<file path="src/rtl/shift_pkg.sv">
// Shared encodings for the serial shift datapaths (PISO transmitter and friends).
package shift_pkg;

  typedef enum logic [1:0] {
    ST_IDLE   = 2'd0,
    ST_SHIFT  = 2'd1,
    ST_PARITY = 2'd2
  } state_e;

endpackage

</file>
<file path="src/rtl/piso_serial_transmitter.sv">
// Parallel-in/serial-out transmitter. Takes a WIDTH-bit word on a valid/ready
// handshake and sends it one bit per clk, framed by serial_valid, frame_start
// and serial_last. Words presented during the final bit cycle stream out with
// no gap. Define PIPO_TX_PARITY_EN to append an even-parity bit to each frame.
module piso_serial_transmitter
  import shift_pkg::*;
#(
  parameter int WIDTH     = 8,
  parameter bit MSB_FIRST = 1'b1
) (
  input  logic             clk,
  input  logic             rst,
  input  logic             load_valid,
  output logic             load_ready,
  input  logic [WIDTH-1:0] load_data,
  output logic             serial_out,
  output logic             serial_valid,
  output logic             frame_start,
  output logic             serial_last,
  output logic             busy
);

  localparam int             CW       = $clog2(WIDTH + 1);
  localparam logic [CW-1:0]  CNT_LAST = CW'(WIDTH - 1);

  state_e           state, state_n;
  logic [CW-1:0]    cnt, cnt_n;
  logic [WIDTH-1:0] sreg, sreg_n;
  logic             out_n, valid_n, start_n, last_n;
  logic             accept;
`ifdef PIPO_TX_PARITY_EN
  logic             par_q, par_n;
`endif

  // Bit that goes on the wire first from a given register image.
  function automatic logic first_bit(input logic [WIDTH-1:0] v);
    return MSB_FIRST ? v[WIDTH-1] : v[0];
  endfunction

  // Advance the register by one bit toward the output end, zero-filling.
  function automatic logic [WIDTH-1:0] shift_once(input logic [WIDTH-1:0] v);
    return MSB_FIRST ? {v[WIDTH-2:0], 1'b0} : {1'b0, v[WIDTH-1:1]};
  endfunction

  assign busy   = (state != ST_IDLE);
  assign accept = load_valid && load_ready;

  // Ready when idle or while the final bit of the current frame is on the wire.
  always_comb begin
    load_ready = 1'b0;
    case (state)
      ST_IDLE:   load_ready = 1'b1;
`ifdef PIPO_TX_PARITY_EN
      ST_SHIFT:  load_ready = 1'b0;
      ST_PARITY: load_ready = 1'b1;
`else
      ST_SHIFT:  load_ready = (cnt == CNT_LAST);
`endif
      default:   load_ready = 1'b0;
    endcase
  end

  // Next state plus next values of the registered serial outputs.
  always_comb begin
    state_n = state;
    cnt_n   = cnt;
    sreg_n  = sreg;
    out_n   = 1'b0;
    valid_n = 1'b0;
    start_n = 1'b0;
    last_n  = 1'b0;
`ifdef PIPO_TX_PARITY_EN
    par_n   = par_q;
`endif
    case (state)
      ST_SHIFT: begin
        sreg_n = shift_once(sreg);
        if (cnt != CNT_LAST) begin
          cnt_n   = cnt + 1'b1;
          out_n   = first_bit(sreg_n);
          valid_n = 1'b1;
`ifndef PIPO_TX_PARITY_EN
          last_n  = (cnt_n == CNT_LAST);
`endif
        end else begin
          cnt_n = '0;
`ifdef PIPO_TX_PARITY_EN
          state_n = ST_PARITY;
          out_n   = par_q;
          valid_n = 1'b1;
          last_n  = 1'b1;
`else
          state_n = ST_IDLE;
`endif
        end
      end
      ST_PARITY: state_n = ST_IDLE;
      default:   state_n = ST_IDLE;
    endcase
    // Acceptance only happens on frame boundaries, so it overrides the above.
    if (accept) begin
      state_n = ST_SHIFT;
      cnt_n   = '0;
      sreg_n  = load_data;
      out_n   = first_bit(load_data);
      valid_n = 1'b1;
      start_n = 1'b1;
      last_n  = 1'b0;
`ifdef PIPO_TX_PARITY_EN
      par_n   = ^load_data;
`endif
    end
  end

  // State, datapath and output registers; reset aborts any frame in flight.
  always_ff @(posedge clk or negedge rst) begin
    if (!rst) begin
      state        <= ST_IDLE;
      cnt          <= '0;
      sreg         <= '0;
      serial_out   <= 1'b0;
      serial_valid <= 1'b0;
      frame_start  <= 1'b0;
      serial_last  <= 1'b0;
    end else begin
      state        <= state_n;
      cnt          <= cnt_n;
      sreg         <= sreg_n;
      serial_out   <= out_n;
      serial_valid <= valid_n;
      frame_start  <= start_n;
      serial_last  <= last_n;
    end
  end

`ifdef PIPO_TX_PARITY_EN
  // Parity of the word captured at acceptance.
  always_ff @(posedge clk or negedge rst) begin
    if (!rst) par_q <= 1'b0;
    else      par_q <= par_n;
  end
`endif

endmodule

</file>
<file path="config.mk">
export PLATFORM = sky130hd
export DESIGN_NAME = piso_serial_transmitter
export DESIGN_NICKNAME = d
export VERILOG_FILES = /design/src/rtl/shift_pkg.sv /design/src/rtl/piso_serial_transmitter.sv
export SDC_FILE = /design/constraint.sdc
export NUM_CORES = 1
export LEC_CHECK = 0
export ABC_AREA = 1
export CAP_MARGIN = 10
export CORE_AREA = 2 2 44 46
export DETAILED_ROUTE_END_ITERATION = 6
export DIE_AREA = 0 0 46 48
export GPL_TIMING_DRIVEN = 0
export PLACE_DENSITY = 0.74
export SYNTH_ARGS = -nofsm -noshare
export SYNTH_HDL_FRONTEND = slang
export SYNTH_SLANG_ARGS = --single-unit
</file>
<file path="constraint.sdc">
create_clock -name clk -period 1.7 [get_ports clk]
set_input_delay 0.255 -clock clk [delete_from_list [all_inputs] [get_ports clk]]
set_output_delay 0.255 -clock clk [all_outputs]
set_load 0.05 [all_outputs]
</file>
# Word-level counts from Yosys, hierarchy flattened
# Cells that the tools add are included.
[classes] muxes=19 n_addsub=1 n_eq_ne=5 reduce_logical=4
[ops] cell="$mux 7" n=2
[ops] cell="$mux 4" n=3
[ops] cell="$mux 1" n=10
[ops] cell="$eq 4x3->1 const B" n=2
[ops] cell="$mux 2" n=3
[ops] cell="$add 4x1->4 const B" n=1
[ops] cell="$ne 4x3->1 const B" n=1
[ops] cell="$reduce_bool 2->1" n=2
[ops] cell="$ne 3x3->1 const B" n=1
[ops] cell="$eq 2x1->1 const B" n=1
[ops] cell="$logic_not 2->1" n=1
[ops] cell="$pmux 1 s2" n=1
[ops] cell="$logic_and 1x1->1" n=1
[totals] out_inout_bits=6 word_cells=36 input_bits=11 ff_bits=17

# Longest topological paths before layout
# Gate-level depths: netlist (run 1).
[logic_depth] word_depth=5 depth_mapped=7 depth_no_buf=7

# Worst setup path before layout (run 1)
# Ideal clock, no wire load.
[synth_path] path_type="reg-to-reg" from="register state[0]" to="register sreg[1]" path_stages_with_launch=5 required_ns=1.576 setup_time_ns=0.124 slack_ns=0.368 t_arrival_ns=1.208 synth_period_minus_slack_ns=1.332 n_path_buf=1 path_cell_list="dfrtp_1 -> nand2_2 -> buf_4 -> nand3_1 -> nand3_1"
[synth_between] elab_chain_cells=4 elab_cells_between_ends=6 classes_between="eq/ne (1); mux (2); reduce/logical (3)"
[synth_rtl] item="start, declared" line="piso_serial_transmitter.sv:26" source="state_e state, state_n;"
[synth_rtl] item="start signal, assigned" line="piso_serial_transmitter.sv:126" source="state <= state_n;"
[synth_rtl] item="$eq 2x1->1 or $logic_not 2->1 (tied branches)" line="piso_serial_transmitter.sv:51" source="case (state)"
[synth_rtl] item="$pmux 1 s2 *" line="piso_serial_transmitter.sv:51"
[synth_rtl] item="via load_ready" line="piso_serial_transmitter.sv:14" source="output logic load_ready,"
[synth_rtl] item="$logic_and 1x1->1 *" line="piso_serial_transmitter.sv:46" source="assign accept = load_valid && load_ready;"
[synth_rtl] item="$mux 7 or $reduce_bool 2->1 (tied branches)"
[synth_rtl] item="end signal, assigned" line="piso_serial_transmitter.sv:128" source="sreg <= sreg_n;"
[synth_rtl] item="end, declared" line="piso_serial_transmitter.sv:28" source="logic [WIDTH-1:0] sreg, sreg_n;"
# Mark *: on every way through the listed nets, which the timed path passes. The rest lies on a longest branch.
# A chain may end at the register's enable or synchronous reset.

# Final worst setup path (run 1)
[layout_path] from="register frame_start" to="output frame_start"
[layout_rtl] item="start, declared" line="piso_serial_transmitter.sv:18" source="output logic frame_start,"
[layout_rtl] item="start signal, assigned" line="piso_serial_transmitter.sv:131" source="frame_start <= start_n;"
# No word-level cell between the ends.

==> flow_metrics.py, run 1 <==
metrics = {
    "critical_path": {
        "r2r_cells": 7,
        "crit_path_end_kind": "output port",
        "path_max_fanout": 1,
        "slowest_stage": "clkdlybuf4s50_1",
        "path_class": "flop to output port",
        "crit_chain": "clkdlybuf4s50_1",
        "crit_path_start_kind": "flop",
        "critPathRequiredTime_ns": 1.44,
        "r2r_slack_ns": 0.34,
        "rr_startpoint": "cnt[0]",
        "r2r_end": "sreg[5]",
        "cp.arrival_ns": 1.39,
        "critPathBufInv": 1,
        "crit_family": "buffers and inverters",
        "slowest_delay_ns": 0.79,
    },
    "clocking": {
        "clkTransAtPathRegs_ns": 0.10,
        "cts_buffers": 3,
        "cts_buffer_depth": 2,
        "cts_hold_buf": 0,
        "h-tree-depth": 1,
        "cts_tree": "done",
        "clk_latency_ns": 0.28,
        "cts.sinks": 16,
        "cts_root_buf": "clkbuf_4",
    },
    "synth": {
        "ys_seq_elements": 16,
        "synth.avg_cell_area_sq_um": 8.31,
        "syn-num-nets": 105,
        "synth_area_sq_um": 764,
        "ys_seq_area_frac": 0.524,
        "synthCells": 92,
        "yosysUniqueCellTypes": 15,
        "ys_warn_count": 0,
    },
    "placed_design": {
        "place_inst": 124,
        "io_buffer_count": 15,
        "dp_hpwl_microns": 1030,
        "place_congestion": 0.782,
    },
    "power": {
        "switching_share": 0.419,
        "p_seq_frac": 0.364,
        "share_comb_of_total_power": 0.498,
        "intPower_mw": 1.04,
        "clockPowerShare": 0.138,
        "netSwitchingPower_mw": 0.748,
        "p_per_area_nw_per_um2": 1740,
        "power_mw": 1.78,
        "leakagePower_nw": 0.524,
        "irDropWorstVdd_uv": 915,
    },
    "sta": {
        "finalCriticalPeriod_ns": 1.65,
        "slew_headroom": 0.522,
        "fin_hold_ws_ns": 0.340,
        "worstMarginPinSlew_ns": 0.715,
        "fin_crit_sh": 0.970,
        "fmax_ghz": 0.607,
        "setup_viol": 0,
        "finClkSkew_ns": 0.00876,
        "final-hold-violation-count": 0,
        "rsz0062_at_grt": "yes",
        "slew_violations": 0,
    },
    "final_layout": {
        "diodes": 0,
        "areaGrowthSynthToFinish_pct": 33.9,
        "drive_gt1_frac": 0.165,
        "nNetsFinal": 129,
        "final_cells": 132,
    },
    "run": {
        "cap_viol_max_count": 0,
    },
    "global_routing": {
        "grt_pass1_vias": 580,
        "gr-total-overflow": 0,
        "grt_pass1_wl_microns": 2510,
        "grt_util_all_layers": 0.159,
        "grt_start_max_net_pins": 17,
        "antenna_found_initial": 0,
    },
    "detailed_routing": {
        "drt-wirelength-per-cell_microns": 11.4,
        "drt_pre_antenna_iters": 4,
        "viasPerCell": 4.83,
        "dr.first_iter.drc_count": 8,
        "totalWireLength_microns": 1510,
        "via_count": 637,
        "final_antenna_net_count": 0,
        "drc": 0,
    },
    "floorplan": {
        "start_util": 0.453,
        "ios": 17,
        "core_sq_um": 1690,
        "die-area_sq_um": 2210,
        "rows": 15,
        "die_y_microns": 48,
        "fp.dieW_microns": 46,
    },
    "outcome": {
        "status": "complete, no violations",
    },
    "worst_hold_path": {
        "min_path_cells": 3,
        "hold_path_class": "primary input to flop",
        "min_from": "load_valid",
        "hold-path-endpoint": "sreg[1]",
    },
}
-- power groups by stage --
| stage | Sequential [mW] | Clock [mW] | Combinational (mW) |
|---|---|---|---|
| CTS | 0.649 | 0.256 | 0.800 |
| detailed placement | 0.652 | 0 | 0.789 |
| global placement | 0.643 | 0 | 0.771 |
| floorplan | 0.771 | 0 | 0.435 |
| finish | 0.649 | 0.247 | 0.888 |
| global route | 0.669 | 0.271 | 0.983 |
-- repair_timing --
action	in CTS	in global routing
buffers inserted	0	4
setup endpoints to repair	2	3
resized for setup	11	4
pin swaps	0	2
-- metal layers --
layer	global-route usage	wire length, microns
met1	0.212	739
met2	0.258	711
met3	0.0226	39
met4	0.0686	19
met5	0	0
-- cell usage after synthesis --
cell type | n | share of area
inv_1 | 10 | 0.049
o21ai_1 | 1 | 0.0065
dfrtp_1 | 16 | 0.52
buf_4 | 2 | 0.020
nor2_1 | 8 | 0.039
nand4_1 | 1 | 0.0082
nand2_2 | 2 | 0.016
o21ai_0 | 2 | 0.013
ha_1 | 2 | 0.033
nand2_1 | 27 | 0.13
nand3_1 | 17 | 0.11
xor2_1 | 1 | 0.011
buf_6 | 1 | 0.015
buf_2 | 1 | 0.0065
nor2_4 | 1 | 0.015
-- per-stage QoR --
stage | utilization | cell area, sq um | setup TNS, ns | setup WS (ns)
6_report | 0.606 | 1020 | 0 | 0.0517
2_1_floorplan | - | 764 | 0 | 0.368
5_1_grt | 0.606 | 1020 | -0.0190 | -0.0190
3_3_place_gp | 0.554 | 936 | -0.394 | -0.394
3_5_place_dp | 0.554 | 936 | -0.407 | -0.407
4_1_cts | 0.581 | 981 | -0.0462 | -0.0462
-- how the worst max path moves through the flow --
stage                     start     endpoint  slack [ns]  depth (start not counted)
floorplan              state[0]      sreg[1]        0.37                          4
global placement         cnt[0]   load_ready       -0.39                          5
detailed placement       cnt[0]   load_ready       -0.41                          5
CTS                      cnt[1]   load_ready       -0.05                          5
global route             cnt[1]   load_ready       -0.02                          5
finish              frame_start  frame_start        0.05                          1
-- cells in the final DEF (no fill, tap or decap) --
master,instances
buf_6,2
nand3_2,1
buf_8,1
buf_4,5
dfrtp_1,15
clkbuf_4,3
xor2_1,1
o21ai_0,2
nand4_1,1
nand2_1,27
nor2_1,8
ha_2,1
ha_1,1
nand2_2,2
inv_1,10
o21ai_1,1
dlymetal6s2s_1,2
dlygate4sd2_1,1
dfrtp_2,1
clkbuf_8,1
clkdlybuf4s50_1,11
nand3_1,16
nor2_4,1
buf_2,1
-- cell type report --
class	instances	area [sq um]
well taps	17	21.3
repair buffers	19	189
flip-flops and latches	16	402
multi-input cells	62	303
inverters	10	37.5
clock buffers	4	36.3
plain buffers	4	35.0
fillers	165	666
-- registers in the layout, summed over array words and instances, names as in the netlist --
name,count
frame_start,1
serial_valid,1
sreg,7
serial_last,1
serial_out,1
cnt,4
state,1
-- cell families (layout without fill, tap and decap cells) --
family | count (synthesis) | count (layout) | synth area share
xor gates and xnor gates | 1 | 1 | 0.0115
adders and majority gates | 2 | 2 | 0.0327
AOI/OAI and AO/OA | 3 | 3 | 0.0196
buffers and inverters | 14 | 37 | 0.0900
DFF | 16 | 16 | 0.524
and+or+nand+nor | 56 | 56 | 0.322
(Power assumes the default switching activity.)
==> inputs of run 2 (changes only) <==
==> constraint.sdc (replaced) <==
create_clock -name clk -period 1.8 [get_ports clk]
set_input_delay 0.27 -clock clk [delete_from_list [all_inputs] [get_ports clk]]
set_output_delay 0.27 -clock clk [all_outputs]
set_load 0.05 [all_outputs]
==> run 2 against run 1 <==
Effect of this change:
- final cell count is 2.3% lower
- power is 8.6% lower
- critical path depth is 4 higher
- hold slack better by 0.011 ns
- clock power is 4% lower
- wire length is 1.7% lower
- combinational power is 12% lower
- critical path type unchanged
==> flow_metrics.py, run 2 (synthesis gave the netlist of run 1 again) <==
metrics = {
    "sta": {
        "rsz0062_at_grt": "no",
        "worstMarginPinSlew_ns": 0.713,
        "finalCriticalPeriod_ns": 1.74,
        "setup_viol": 0,
        "tns_ns": 0,
        "slew_violations": 0,
        "finClkSkew_ns": 0.00962,
        "fmax_ghz": 0.575,
        "fin_crit_sh": 0.967,
        "final-hold-violation-count": 0,
        "slew_headroom": 0.523,
    },
    "final_layout": {
        "drive_gt1_frac": 0.143,
        "largest_register_ffs": 7,
        "final_common_cell": "nand2_1",
        "reg_top3": "sreg: 7 flops, cnt: 4 flops",
        "design_area_sq_um": 992,
        "largest_register": "sreg",
        "final_cell_mix": "27 x nand2_1, 16 x nand3_1, 15 x dfrtp_1",
        "diodes": 0,
        "nNetsFinal": 126,
        "fill_cells": 168,
        "areaGrowthSynthToFinish_pct": 29.8,
    },
    "floorplan": {
        "die_y_microns": 48,
        "core_sq_um": 1690,
        "fp.dieW_microns": 46,
        "rows": 15,
        "die-area_sq_um": 2210,
        "start_util": 0.453,
        "ios": 17,
    },
    "power": {
        "clockPowerShare": 0.145,
        "netSwitchingPower_mw": 0.700,
        "power_mw": 1.63,
        "intPower_mw": 0.930,
        "leakagePower_nw": 0.485,
        "p_per_area_nw_per_um2": 1640,
        "switching_share": 0.429,
        "irDropWorstVdd_uv": 874,
        "share_comb_of_total_power": 0.478,
        "p_seq_frac": 0.377,
    },
    "critical_path": {
        "startpoint": "cnt[1]",
        "critPathRequiredTime_ns": 1.53,
        "cp.arrival_ns": 1.47,
        "path_class": "flop to output port",
        "path_max_fanout": 10,
        "cp_num_cells": 5,
        "crit_path_start_kind": "flop",
        "crit_chain": "ha_2 -> nand3_2 -> nand2_2 -> buf_6 -> buf_6",
        "r2r_slack_ns": 0.48,
        "rr_startpoint": "cnt[1]",
        "r2r_end": "sreg[6]",
        "crit_path_frequent_cell": "buf_6",
        "crit_family": "flip-flops",
        "slowest_stage": "dfrtp_1",
        "crit_path_end_kind": "output port",
        "endpoint": "load_ready",
        "critPathBufInv": 2,
        "r2r_cells": 7,
        "slowest_delay_ns": 0.44,
    },
    "detailed_routing": {
        "totalWireLength_microns": 1490,
        "drt-wirelength-per-cell_microns": 11.5,
        "dr.first_iter.drc_count": 14,
        "viasPerCell": 4.94,
        "final_antenna_net_count": 0,
        "drc": 0,
        "drt_pre_antenna_iters": 4,
        "via_count": 637,
    },
    "run": {
        "cap_viol_max_count": 0,
    },
    "placed_design": {
        "dp_hpwl_microns": 1030,
        "place_congestion": 0.782,
        "io_buffer_count": 15,
        "place_area_sq_um": 936,
    },
    "worst_hold_path": {
        "hold_path_class": "primary input to flop",
        "min_from": "load_valid",
    },
    "global_routing": {
        "grt_pass1_vias": 580,
        "grt_util_all_layers": 0.159,
        "grt_start_max_net_pins": 17,
        "grt_pass1_wl_microns": 2510,
        "gr-total-overflow": 0,
        "antenna_found_initial": 0,
    },
    "outcome": {
        "status": "complete, no violations",
    },
    "clocking": {
        "cts_buffer_depth": 2,
        "cts_tree": "done",
        "cts_root_buf": "clkbuf_4",
        "cts_buffers": 3,
        "clk_latency_ns": 0.28,
        "cts.sinks": 16,
        "h-tree-depth": 1,
        "clkTransAtPathRegs_ns": 0.10,
    },
}
==> run 2: cell types whose count changed in the layout (fill, tap and decap cells not counted) <==
cell,change
clkdlybuf4s50_1,+2
buf_8,-1
buf_6,+1
buf_4,-3
dlymetal6s2s_1,-2
==> run 2: stage by stage <==
stage | util | instances | hold WS, ns | setup WS, ns
4_1_cts | 0.579 | 128 | 0.351 | 0.0296
2_1_floorplan | - | 92 | -0.0256 | 0.468
3_3_place_gp | 0.554 | 124 | 0.469 | -0.309
6_report | 0.587 | 129 | 0.351 | 0.0601
5_1_grt | 0.587 | 129 | 0.364 | 0.00215
3_5_place_dp | 0.554 | 124 | 0.479 | -0.322
==> run 2: power by group through the flow <==
stage                     sequential (mW)  clock [mW]  combinational (mW)
final                               0.614       0.237               0.779
after global routing                0.631       0.256               0.868
after CTS                           0.612       0.242               0.754
after detailed placement            0.616           0               0.745
after global placement              0.607           0               0.728
after floorplan                     0.728           0               0.411
==> run 2: worst min-delay path, cell delays in order <==
cell,delay [ns]
buf_2,0.17
nand3_1,0.10
nand3_1,0.07
==> run 2: what timing repair did <==
| action | CTS | global route |
|---|---|---|
| pin swaps | 0 | 1 |
| setup buffers | 0 | 1 |
| gates resized for setup | 10 | 2 |
| cloned | 0 | 0 |
| hold endpoints to repair | 0 | 0 |
| hold buffers | 0 | 0 |
| setup endpoints to repair | 2 | 1 |
==> run 2: worst min path at each step <==
stage | end | cells past startpoint
floorplan | cnt[0] | 0
global placement | sreg[0] | 2
detailed placement | sreg[0] | 2
CTS | sreg[1] | 3
global route | sreg[3] | 3
finish | sreg[1] | 3
==> run 2: area by class of cell <==
class | instances | area [sq um] | area share
flip-flops and latches | 16 | 402 | 0.405
multi-input cells | 62 | 303 | 0.305
well taps | 17 | 21.3 | 0.0214
clock buffers | 4 | 36.3 | 0.0366
inverters | 10 | 37.5 | 0.0378
repair buffers | 16 | 158 | 0.159
plain buffers | 4 | 35.0 | 0.0353
==> run 2: routing by layer <==
layer	wire length, microns	vias to the layer above	track usage
met5	0	-	0
met4	19	0	0.0686
met3	37	2	0.0226
met2	711	11	0.258
met1	716	295	0.212
li1	-	329	-
